File: src/rtl/rom_fetch_unit.sv
// Instruction ROM fetch unit: sequential address generation, single in-flight read
// tracking, PC-tagged instruction FIFO to decode, and redirect flush.
// Optional build macro FETCH_MISALIGN_CHECK_EN adds a sticky fetch_fault output
// for misaligned redirects; without it, redirect targets are aligned down.
module rom_fetch_unit #(
  parameter logic [31:0] RESET_PC = 32'h0000_0000,
  parameter int          DEPTH    = 4,
  parameter int          PTR_W    = 2
) (
  input  logic        clk,
  input  logic        rst_n,
  input  logic        redirect_valid,
  input  logic [31:0] redirect_pc,
  output logic        rom_enable,
  output logic [31:0] rom_address,
  input  logic [31:0] rom_data,
  output logic        instr_valid,
  input  logic        instr_ready,
  output logic [31:0] instr_data,
  output logic [31:0] instr_pc
`ifdef FETCH_MISALIGN_CHECK_EN
  ,
  output logic        fetch_fault
`endif
);

  typedef struct packed {
    logic [31:0] pc;
    logic [31:0] data;
  } entry_t;

  localparam logic [PTR_W+1:0] DEPTH_W = (PTR_W+2)'(DEPTH);

  entry_t [DEPTH-1:0] fifo;
  logic [PTR_W-1:0]   wptr, rptr;
  logic [PTR_W:0]     count;
  logic [31:0]        fetch_pc;
  logic [31:0]        inflight_pc;
  logic               inflight;

  logic               issue, push, pop, halt;
  logic [PTR_W+1:0]   occ;
  logic [31:0]        redirect_tgt;

`ifdef FETCH_MISALIGN_CHECK_EN
  assign halt         = fetch_fault;
  assign redirect_tgt = redirect_pc;
`else
  assign halt         = 1'b0;
  assign redirect_tgt = redirect_pc & ~32'h3;
`endif

  // Occupancy counts the in-flight read but not a same-cycle pop, so a push
  // can never land in a full FIFO. rst_n gating keeps the ROM idle in reset.
  assign occ   = {1'b0, count} + {{(PTR_W+1){1'b0}}, inflight};
  assign issue = rst_n && !redirect_valid && !halt && (occ < DEPTH_W);
  assign push  = inflight && !redirect_valid;
  assign pop   = instr_valid && instr_ready && !redirect_valid;

  assign rom_enable  = issue;
  assign rom_address = fetch_pc;
  assign instr_valid = (count != '0);
  assign instr_data  = fifo[rptr].data;
  assign instr_pc    = fifo[rptr].pc;

  always_ff @(posedge clk or negedge rst_n) begin
    if (!rst_n) begin
      fetch_pc    <= RESET_PC;
      inflight    <= 1'b0;
      inflight_pc <= '0;
      wptr        <= '0;
      rptr        <= '0;
      count       <= '0;
      fifo        <= '0;
`ifdef FETCH_MISALIGN_CHECK_EN
      fetch_fault <= 1'b0;
`endif
    end else if (redirect_valid) begin
      // Redirect wins over everything: drop the buffered and in-flight words.
      fetch_pc <= redirect_tgt;
      inflight <= 1'b0;
      wptr     <= '0;
      rptr     <= '0;
      count    <= '0;
`ifdef FETCH_MISALIGN_CHECK_EN
      if (redirect_pc[1:0] != 2'b00) fetch_fault <= 1'b1;
`endif
    end else begin
      inflight <= issue;
      if (issue) begin
        inflight_pc <= fetch_pc;
        fetch_pc    <= fetch_pc + 32'd4;
      end
      if (push) begin
        fifo[wptr] <= '{pc: inflight_pc, data: rom_data};
        wptr       <= wptr + PTR_W'(1);
      end
      if (pop) rptr <= rptr + PTR_W'(1);
      case ({push, pop})
        2'b10:   count <= count + (PTR_W+1)'(1);
        2'b01:   count <= count - (PTR_W+1)'(1);
        default: count <= count;
      endcase
    end
  end

endmodule

File: config.mk
export PLATFORM = sky130hd
export DESIGN_NAME = rom_fetch_unit
export DESIGN_NICKNAME = d
export VERILOG_FILES = /design/src/rtl/rom_fetch_unit.sv
export SDC_FILE = /design/constraint.sdc
export NUM_CORES = 1
export LEC_CHECK = 0
export ABC_AREA = 1
export ABC_CLOCK_PERIOD_IN_PS = 2800
export BUFFER_PORTS_ARGS = -buffer_cell sky130_fd_sc_hd__clkbuf_2
export CAP_MARGIN = 5
export CORE_MARGIN = 10
export CORE_UTILIZATION = 45
export DETAILED_ROUTE_END_ITERATION = 10
export GPL_TIMING_DRIVEN = 0
export SKIP_CTS_REPAIR_TIMING = 1
export SLEW_MARGIN = 25
export SYNTH_ARGS = -nofsm -noshare
export SYNTH_HDL_FRONTEND = slang
export SYNTH_SLANG_ARGS = --single-unit
File: constraint.sdc
create_clock -name clk -period 2.8 [get_ports clk]
set_clock_uncertainty 0.1 [all_clocks]
set_input_delay 0.42 -clock clk [delete_from_list [all_inputs] [get_ports clk]]
set_output_delay 0.42 -clock clk [all_outputs]
set_load 0.01 [all_outputs]
=== Word-level counts from Yosys, hierarchy flattened ===
Cells that the tools add are included.
W data, S select, Z words.

* Add/sub/neg operators: 6
* Multiply operators: 0
* Div/mod/pow operators: 0
* Order comparisons: 4
* Equal/unequal tests: 2
* Shift operators: 0
* Muxes and demuxes: 14
* Bitwise logic cells: 1
* Reduce and logical (&&, ||, !) cells: 14

{| class="wikitable"
|+ Operators by type and width
! cell !! count
|-
| $bwmux W256 || 1
|-
| $bmux W64 S2 || 1
|-
| $demux W64 S2 || 1
|-
| $mux W64 || 2
|-
| $mux W32 || 2
|-
| $add A32 B3 Y32 const B || 1
|-
| $mux W2 || 4
|-
| $logic_and A1 B1 Y1 || 6
|-
| $lt A2 B3 Y1 const B || 2
|-
| $pmux W3 S2 || 1
|-
| $reduce_bool A2 Y1 || 3
|-
| $reduce_bool A3 Y1 || 2
|-
| $add A2 B1 Y2 const B || 2
|-
| $add A3 B1 Y4 || 1
|-
| $lt A4 B3 Y1 const B || 1
|-
| $reduce_and A2 Y1 || 2
|-
| $add A3 B1 Y3 const B || 1
|-
| $mux W3 || 1
|-
| $sub A3 B1 Y3 const B || 1
|-
| $eq A2 B1 Y1 const B || 1
|-
| $eq A2 B2 Y1 const B || 1
|-
| $ge A2 B1 Y1 const B || 1
|-
| $logic_not A1 Y1 || 1
|-
| $mux W1 || 1
|-
| $not A1 Y1 || 1
|}

* Register bits after elaboration: 328
* Latch bits: 0
* RAM bits: 0
* Memory bits (read-only): 0
* Input port bits: 68
* Output and inout port bits: 98
* Logic and storage cells: 55
* Memories: 0

=== Longest topological paths before layout ===
* Depth after elaboration: 6
* Mapped depth: 9
* Mapped depth without buffers: 9

=== Worst setup path after synthesis ===
Ideal clock, no wire load.

* Path type: register to register
* From: reg count[0]
* To: reg count[2]
* Arrival time: 1.595 ns
* Data required time: 2.583 ns
* Slack: 0.989 ns
* Stages on the path, launching flop included: 10
* Buffers on the path: 0
* Period minus slack after synthesis: 1.811 ns
* Cell sequence: dfrtp_1 -> nor2_1 -> nand2_1 -> nand3_1 -> inv_1 -> fa_1 -> xnor2_1 -> xor2_1 -> nand2_1 -> nand2_1

* Word-level cells in the longest chain between the ends: 6
* Elaborated cells on any way between the ends: 10

{| class="wikitable"
|+ RTL lines
! item !! RTL line !! text
|-
| start, declared || 36 || <nowiki>logic [PTR_W:0] count;</nowiki>
|-
| start signal, assigned || 100 || <nowiki>2'b10: count <= count + (PTR_W+1)'(1);</nowiki>
|-
| start signal, assigned || 101 || <nowiki>2'b01: count <= count - (PTR_W+1)'(1);</nowiki>
|-
| start signal, assigned || 102 || <nowiki>default: count <= count;</nowiki>
|-
| $reduce_bool A3 Y1 (*) || 62 || <nowiki>assign instr_valid = (count != '0);</nowiki>
|-
| net instr_valid || 17 || <nowiki>output logic instr_valid,</nowiki>
|-
| $logic_and A1 B1 Y1 (*) (2 in a row) || 58 || <nowiki>assign pop = instr_valid && instr_ready && !redirect_valid;</nowiki>
|-
| $eq A2 B1 Y1 or $eq A2 B2 Y1 (tied branches) || 99 || <nowiki>case ({push, pop})</nowiki>
|-
| $pmux W3 S2 || 99 ||
|-
| $mux W3 || 78 || <nowiki>end else if (redirect_valid) begin</nowiki>
|}

Mark *: on every way through the listed nets, which the timed path passes. The rest lies on a longest branch.
A chain may end at the register's enable or synchronous reset.

=== Final worst setup path ===
* From: reg rptr[0]
* To: out instr_pc[21]

* Word-level cells in the longest chain between the ends: 2

{| class="wikitable"
|+ RTL lines
! item !! RTL line !! text
|-
| start, declared || 35 || <nowiki>logic [PTR_W-1:0] wptr, rptr;</nowiki>
|-
| start signal, assigned || 98 || <nowiki>if (pop) rptr <= rptr + PTR_W'(1);</nowiki>
|-
| $bmux W64 S2 || 64 || <nowiki>assign instr_pc = fifo[rptr].pc;</nowiki>
|-
| $mux W64 (not written as such) || 64 ||
|-
| end, declared || 20 || <nowiki>output logic [31:0] instr_pc</nowiki>
|}

No other way between the ends. The select of a mux whose other input is x is not followed.

==> impl_metrics.csv <==
group,metric,value,unit
hold_path,worstHoldStart,"redirect_pc[7]",
run,max-cap-violations,0,
sta,slew_headroom,55.93,%
outcome,status,"completed",
layout,area.growth.synth_to_final,19.69,%
layout,mostFrequentLayoutCells,"nand2_1 (397), dfrtp_1 (316), o21ai_0 (239)",
clock_tree,cts_made_buffers,36,
worst_setup_path,critPathLaunchType,"flop",
worst_setup_path,cp.required,2.28,ns
logic_synthesis,syn_inst,1725,
hold_path,worstHoldPathCells,3,
worst_setup_path,worstRegToRegCells,9,
routing,remaining_drc_errors,0,
sta,finalSetupViolCount,0,
layout,final_nets,2012,
worst_setup_path,r2r_end,"count[2]$_DFFE_PN0P_",
routing,dr.pass1.iters,5,
hold_path,hold_class,"input pin to flop",
layout,final_core_util,54.57,%
die,die_h,198.6,um
clock_tree,root_buffer,"clkbuf_16",
layout,antenna_cells,0,
power,powerDensity,739.9,nW/um2
grt,grt-ovfl-total,0,
sta,finalSetupTns,0,ns
worst_setup_path,cp_slowest_cell,"dfrtp_1",
logic_synthesis,syn_area,14350,um2
grt,grt_antenna_before_repair,0,
logic_synthesis,yosysWarnings,0,
grt,grt_start_max_net_pins,85,
logic_synthesis,yosys.area.top_type,"dfrtp_1",
clock_tree,ctsHtreeMaxLevel,2,
logic_synthesis,synth_top_area_share,55.11,%
clock_tree,worstSkewPairLatency,0.52,ns
clock_tree,clockBufferDepth,3,
logic_synthesis,ys_types,30,
die,core,31470,um2
clock_tree,cts.sinks,316,
placed_design,io_buffers,159,
sta,slew_viol_final,0,
worst_setup_path,crit_path_max_incr_delay,0.33,ns
sta,max_freq,360.7,MHz
die,fp.dieW,198.6,um
die,start_util,45.59,%
layout,drive_above_1_share,16.21,%
worst_setup_path,crit_start,"rptr[0]$_DFFE_PN0P_",
grt,grt_usage,21.88,%
sta,fin_crit_sh,99.00,%
power,ir_drop,0.4391,mV
sta,period_needed,2.772,ns
routing,drtIter0Drc,737,
routing,wl_per_cell,18.62,um
layout,final_common_cell,"nand2_1",
die,num_rows,65,
hold_path,min_to,"rom_address[7]$_DFFE_PN0P_",
routing,vias,12592,
logic_synthesis,yosysSeqAreaShare,55.11,%
placed_design,hpwlAfterDp,29.67,mm
sta,finalHoldViolations,0,
die,dieArea,39430,um2
logic_synthesis,synth.area.top_cells,"dfrtp_1 (55%), nand2_1 (10%), o21ai_0 (8.6%), o21ai_1 (5.8%), nor2_1 (4.6%)",
worst_setup_path,cp.arrival,2.25,ns
routing,drt_wl_total,44.02,mm
worst_setup_path,r2r_slack,0.88,ns
worst_setup_path,path_class,"flop to output pin",
clock_tree,path_clk_slew,0.06,ns
logic_synthesis,synth-seq-cells,316,
routing,viasPerCell,5.327,
routing,antenna_left,0,
placed_design,globalplace.congestion,0.8548,
worst_setup_path,path_cells,"clkbuf_4 > clkbuf_4 > clkbuf_2 > nor2_1 > o22ai_1 > clkbuf_2",
worst_setup_path,path_max_fanout,10,
worst_setup_path,cp-end-kind,"output pin",
logic_synthesis,synth.avg_cell_area,8.318,um2
power,leakage,8.579,nW
grt,grt_pass1_vias,12377,
sta,worstMarginPinSlew,0.6610,ns
worst_setup_path,r2r-start,"count[0]$_DFFE_PN0P_",
grt,grt_pass1_wl,68.72,mm
die,boundaryPins,166,
clock_tree,cts_tree,"yes",
[where the power goes]
part | internal [mW] | total (mW) | switching, mW
Combinational | 0.848 | 2.22 | 1.37
Clock | 2.88 | 4.76 | 1.88
Sequential | 5.30 | 5.73 | 0.426
Total | 9.03 | 12.7 | 3.68
[routing by layer]
layer	routed length (um)	vias to the layer above	GRT usage [%]
met5	0	-	0
met2	20220	361	35.15
met4	982	0	6.471
met3	2773	69	4.191
met1	20040	6083	29.40
li1	-	6079	-
[worst max-delay path by stage]
stage,to,slack [ns],depth (start not counted)
floorplan,count[2]$_DFFE_PN0P_,0.99,9
global placement,rom_enable,-5.96,5
detailed placement,rom_enable,-0.12,6
CTS,instr_pc[19],-0.31,6
global route,instr_data[31],-0.005,6
finish,instr_pc[21],0.03,6
[cells in the mapped netlist]
master	instances
o22ai_1	62
xor2_1	4
nand4_1	1
nand2_1	397
o211ai_1	3
buf_2	32
nand2_2	4
nor2_8	1
o21bai_1	4
nand3b_2	1
inv_1	127
or2_2	1
nor2_1	177
buf_4	7
nand3_2	3
buf_6	14
fa_1	1
nand3_1	63
nor2_4	4
nor3_1	4
dfrtp_1	316
o21ai_0	246
clkinv_1	3
a21oi_1	15
conb_1	1
clkbuf_1	59
o21ai_1	165
ha_1	5
xnor2_1	1
nor2_2	4
[cells by family (layout without fill, tap and decap cells)]
kind of cell,Yosys count,after routing,synth area share (%)
buffers and inverters,242,476,7.525
adders and majority gates,6,6,0.5755
AOI/OAI and AO/OA,495,495,17.93
other,1,4,0.02613
xor gates and xnor gates,5,5,0.3052
DFF,316,316,55.11
and+or+nand+nor,660,660,18.53
[through the flow]
| stage | worst slack [ns] | hold WS [ns] | power, mW | cells | area [um2] |
|---|---|---|---|---|---|
| after global placement | -5.955 | 0.3614 | 7.905 | 2289 | 15660 |
| after global routing | -0.005283 | 0.03493 | 13.35 | 2364 | 17170 |
| after detailed placement | -0.1216 | 0.3678 | 7.974 | 2292 | 15750 |
| after CTS | -0.3087 | -0.1373 | 12.76 | 2354 | 16930 |
| final | 0.02797 | 0.02949 | 12.71 | 2364 | 17170 |
| after floorplan | 0.9887 | 0.02441 | 7.010 | 1728 | 14360 |
[worst max-delay path, delay by kind of cell (launching register included)]
family,cells,cell delay (ns)
buffers and inverters,4,1.04
flip-flops,1,0.33
AO/OA/AOI/OAI,1,0.27
AND/OR/NAND/NOR,1,0.09
[cell type report]
type / instances / area (um2)
buffer: 112 / 638.1
clock buffer: 53 / 1056
clock inverter: 9 / 125.1
fill: 3044 / 14300
inverter: 130 / 495.5
multi-input combinational: 1170 / 5398
sequential: 316 / 7908
tap: 402 / 503.0
timing repair buffer: 172 / 1051
[sequential cells by signal (all words and copies together) (netlist names)]
| register | cells |
|---|---|
| fifo | 248 |
| rom_address | 30 |
| count | 3 |
| rptr | 2 |
| inflight | 1 |
| inflight_pc | 30 |
| wptr | 2 |
Note: power is estimated with default switching activity, not from simulation.
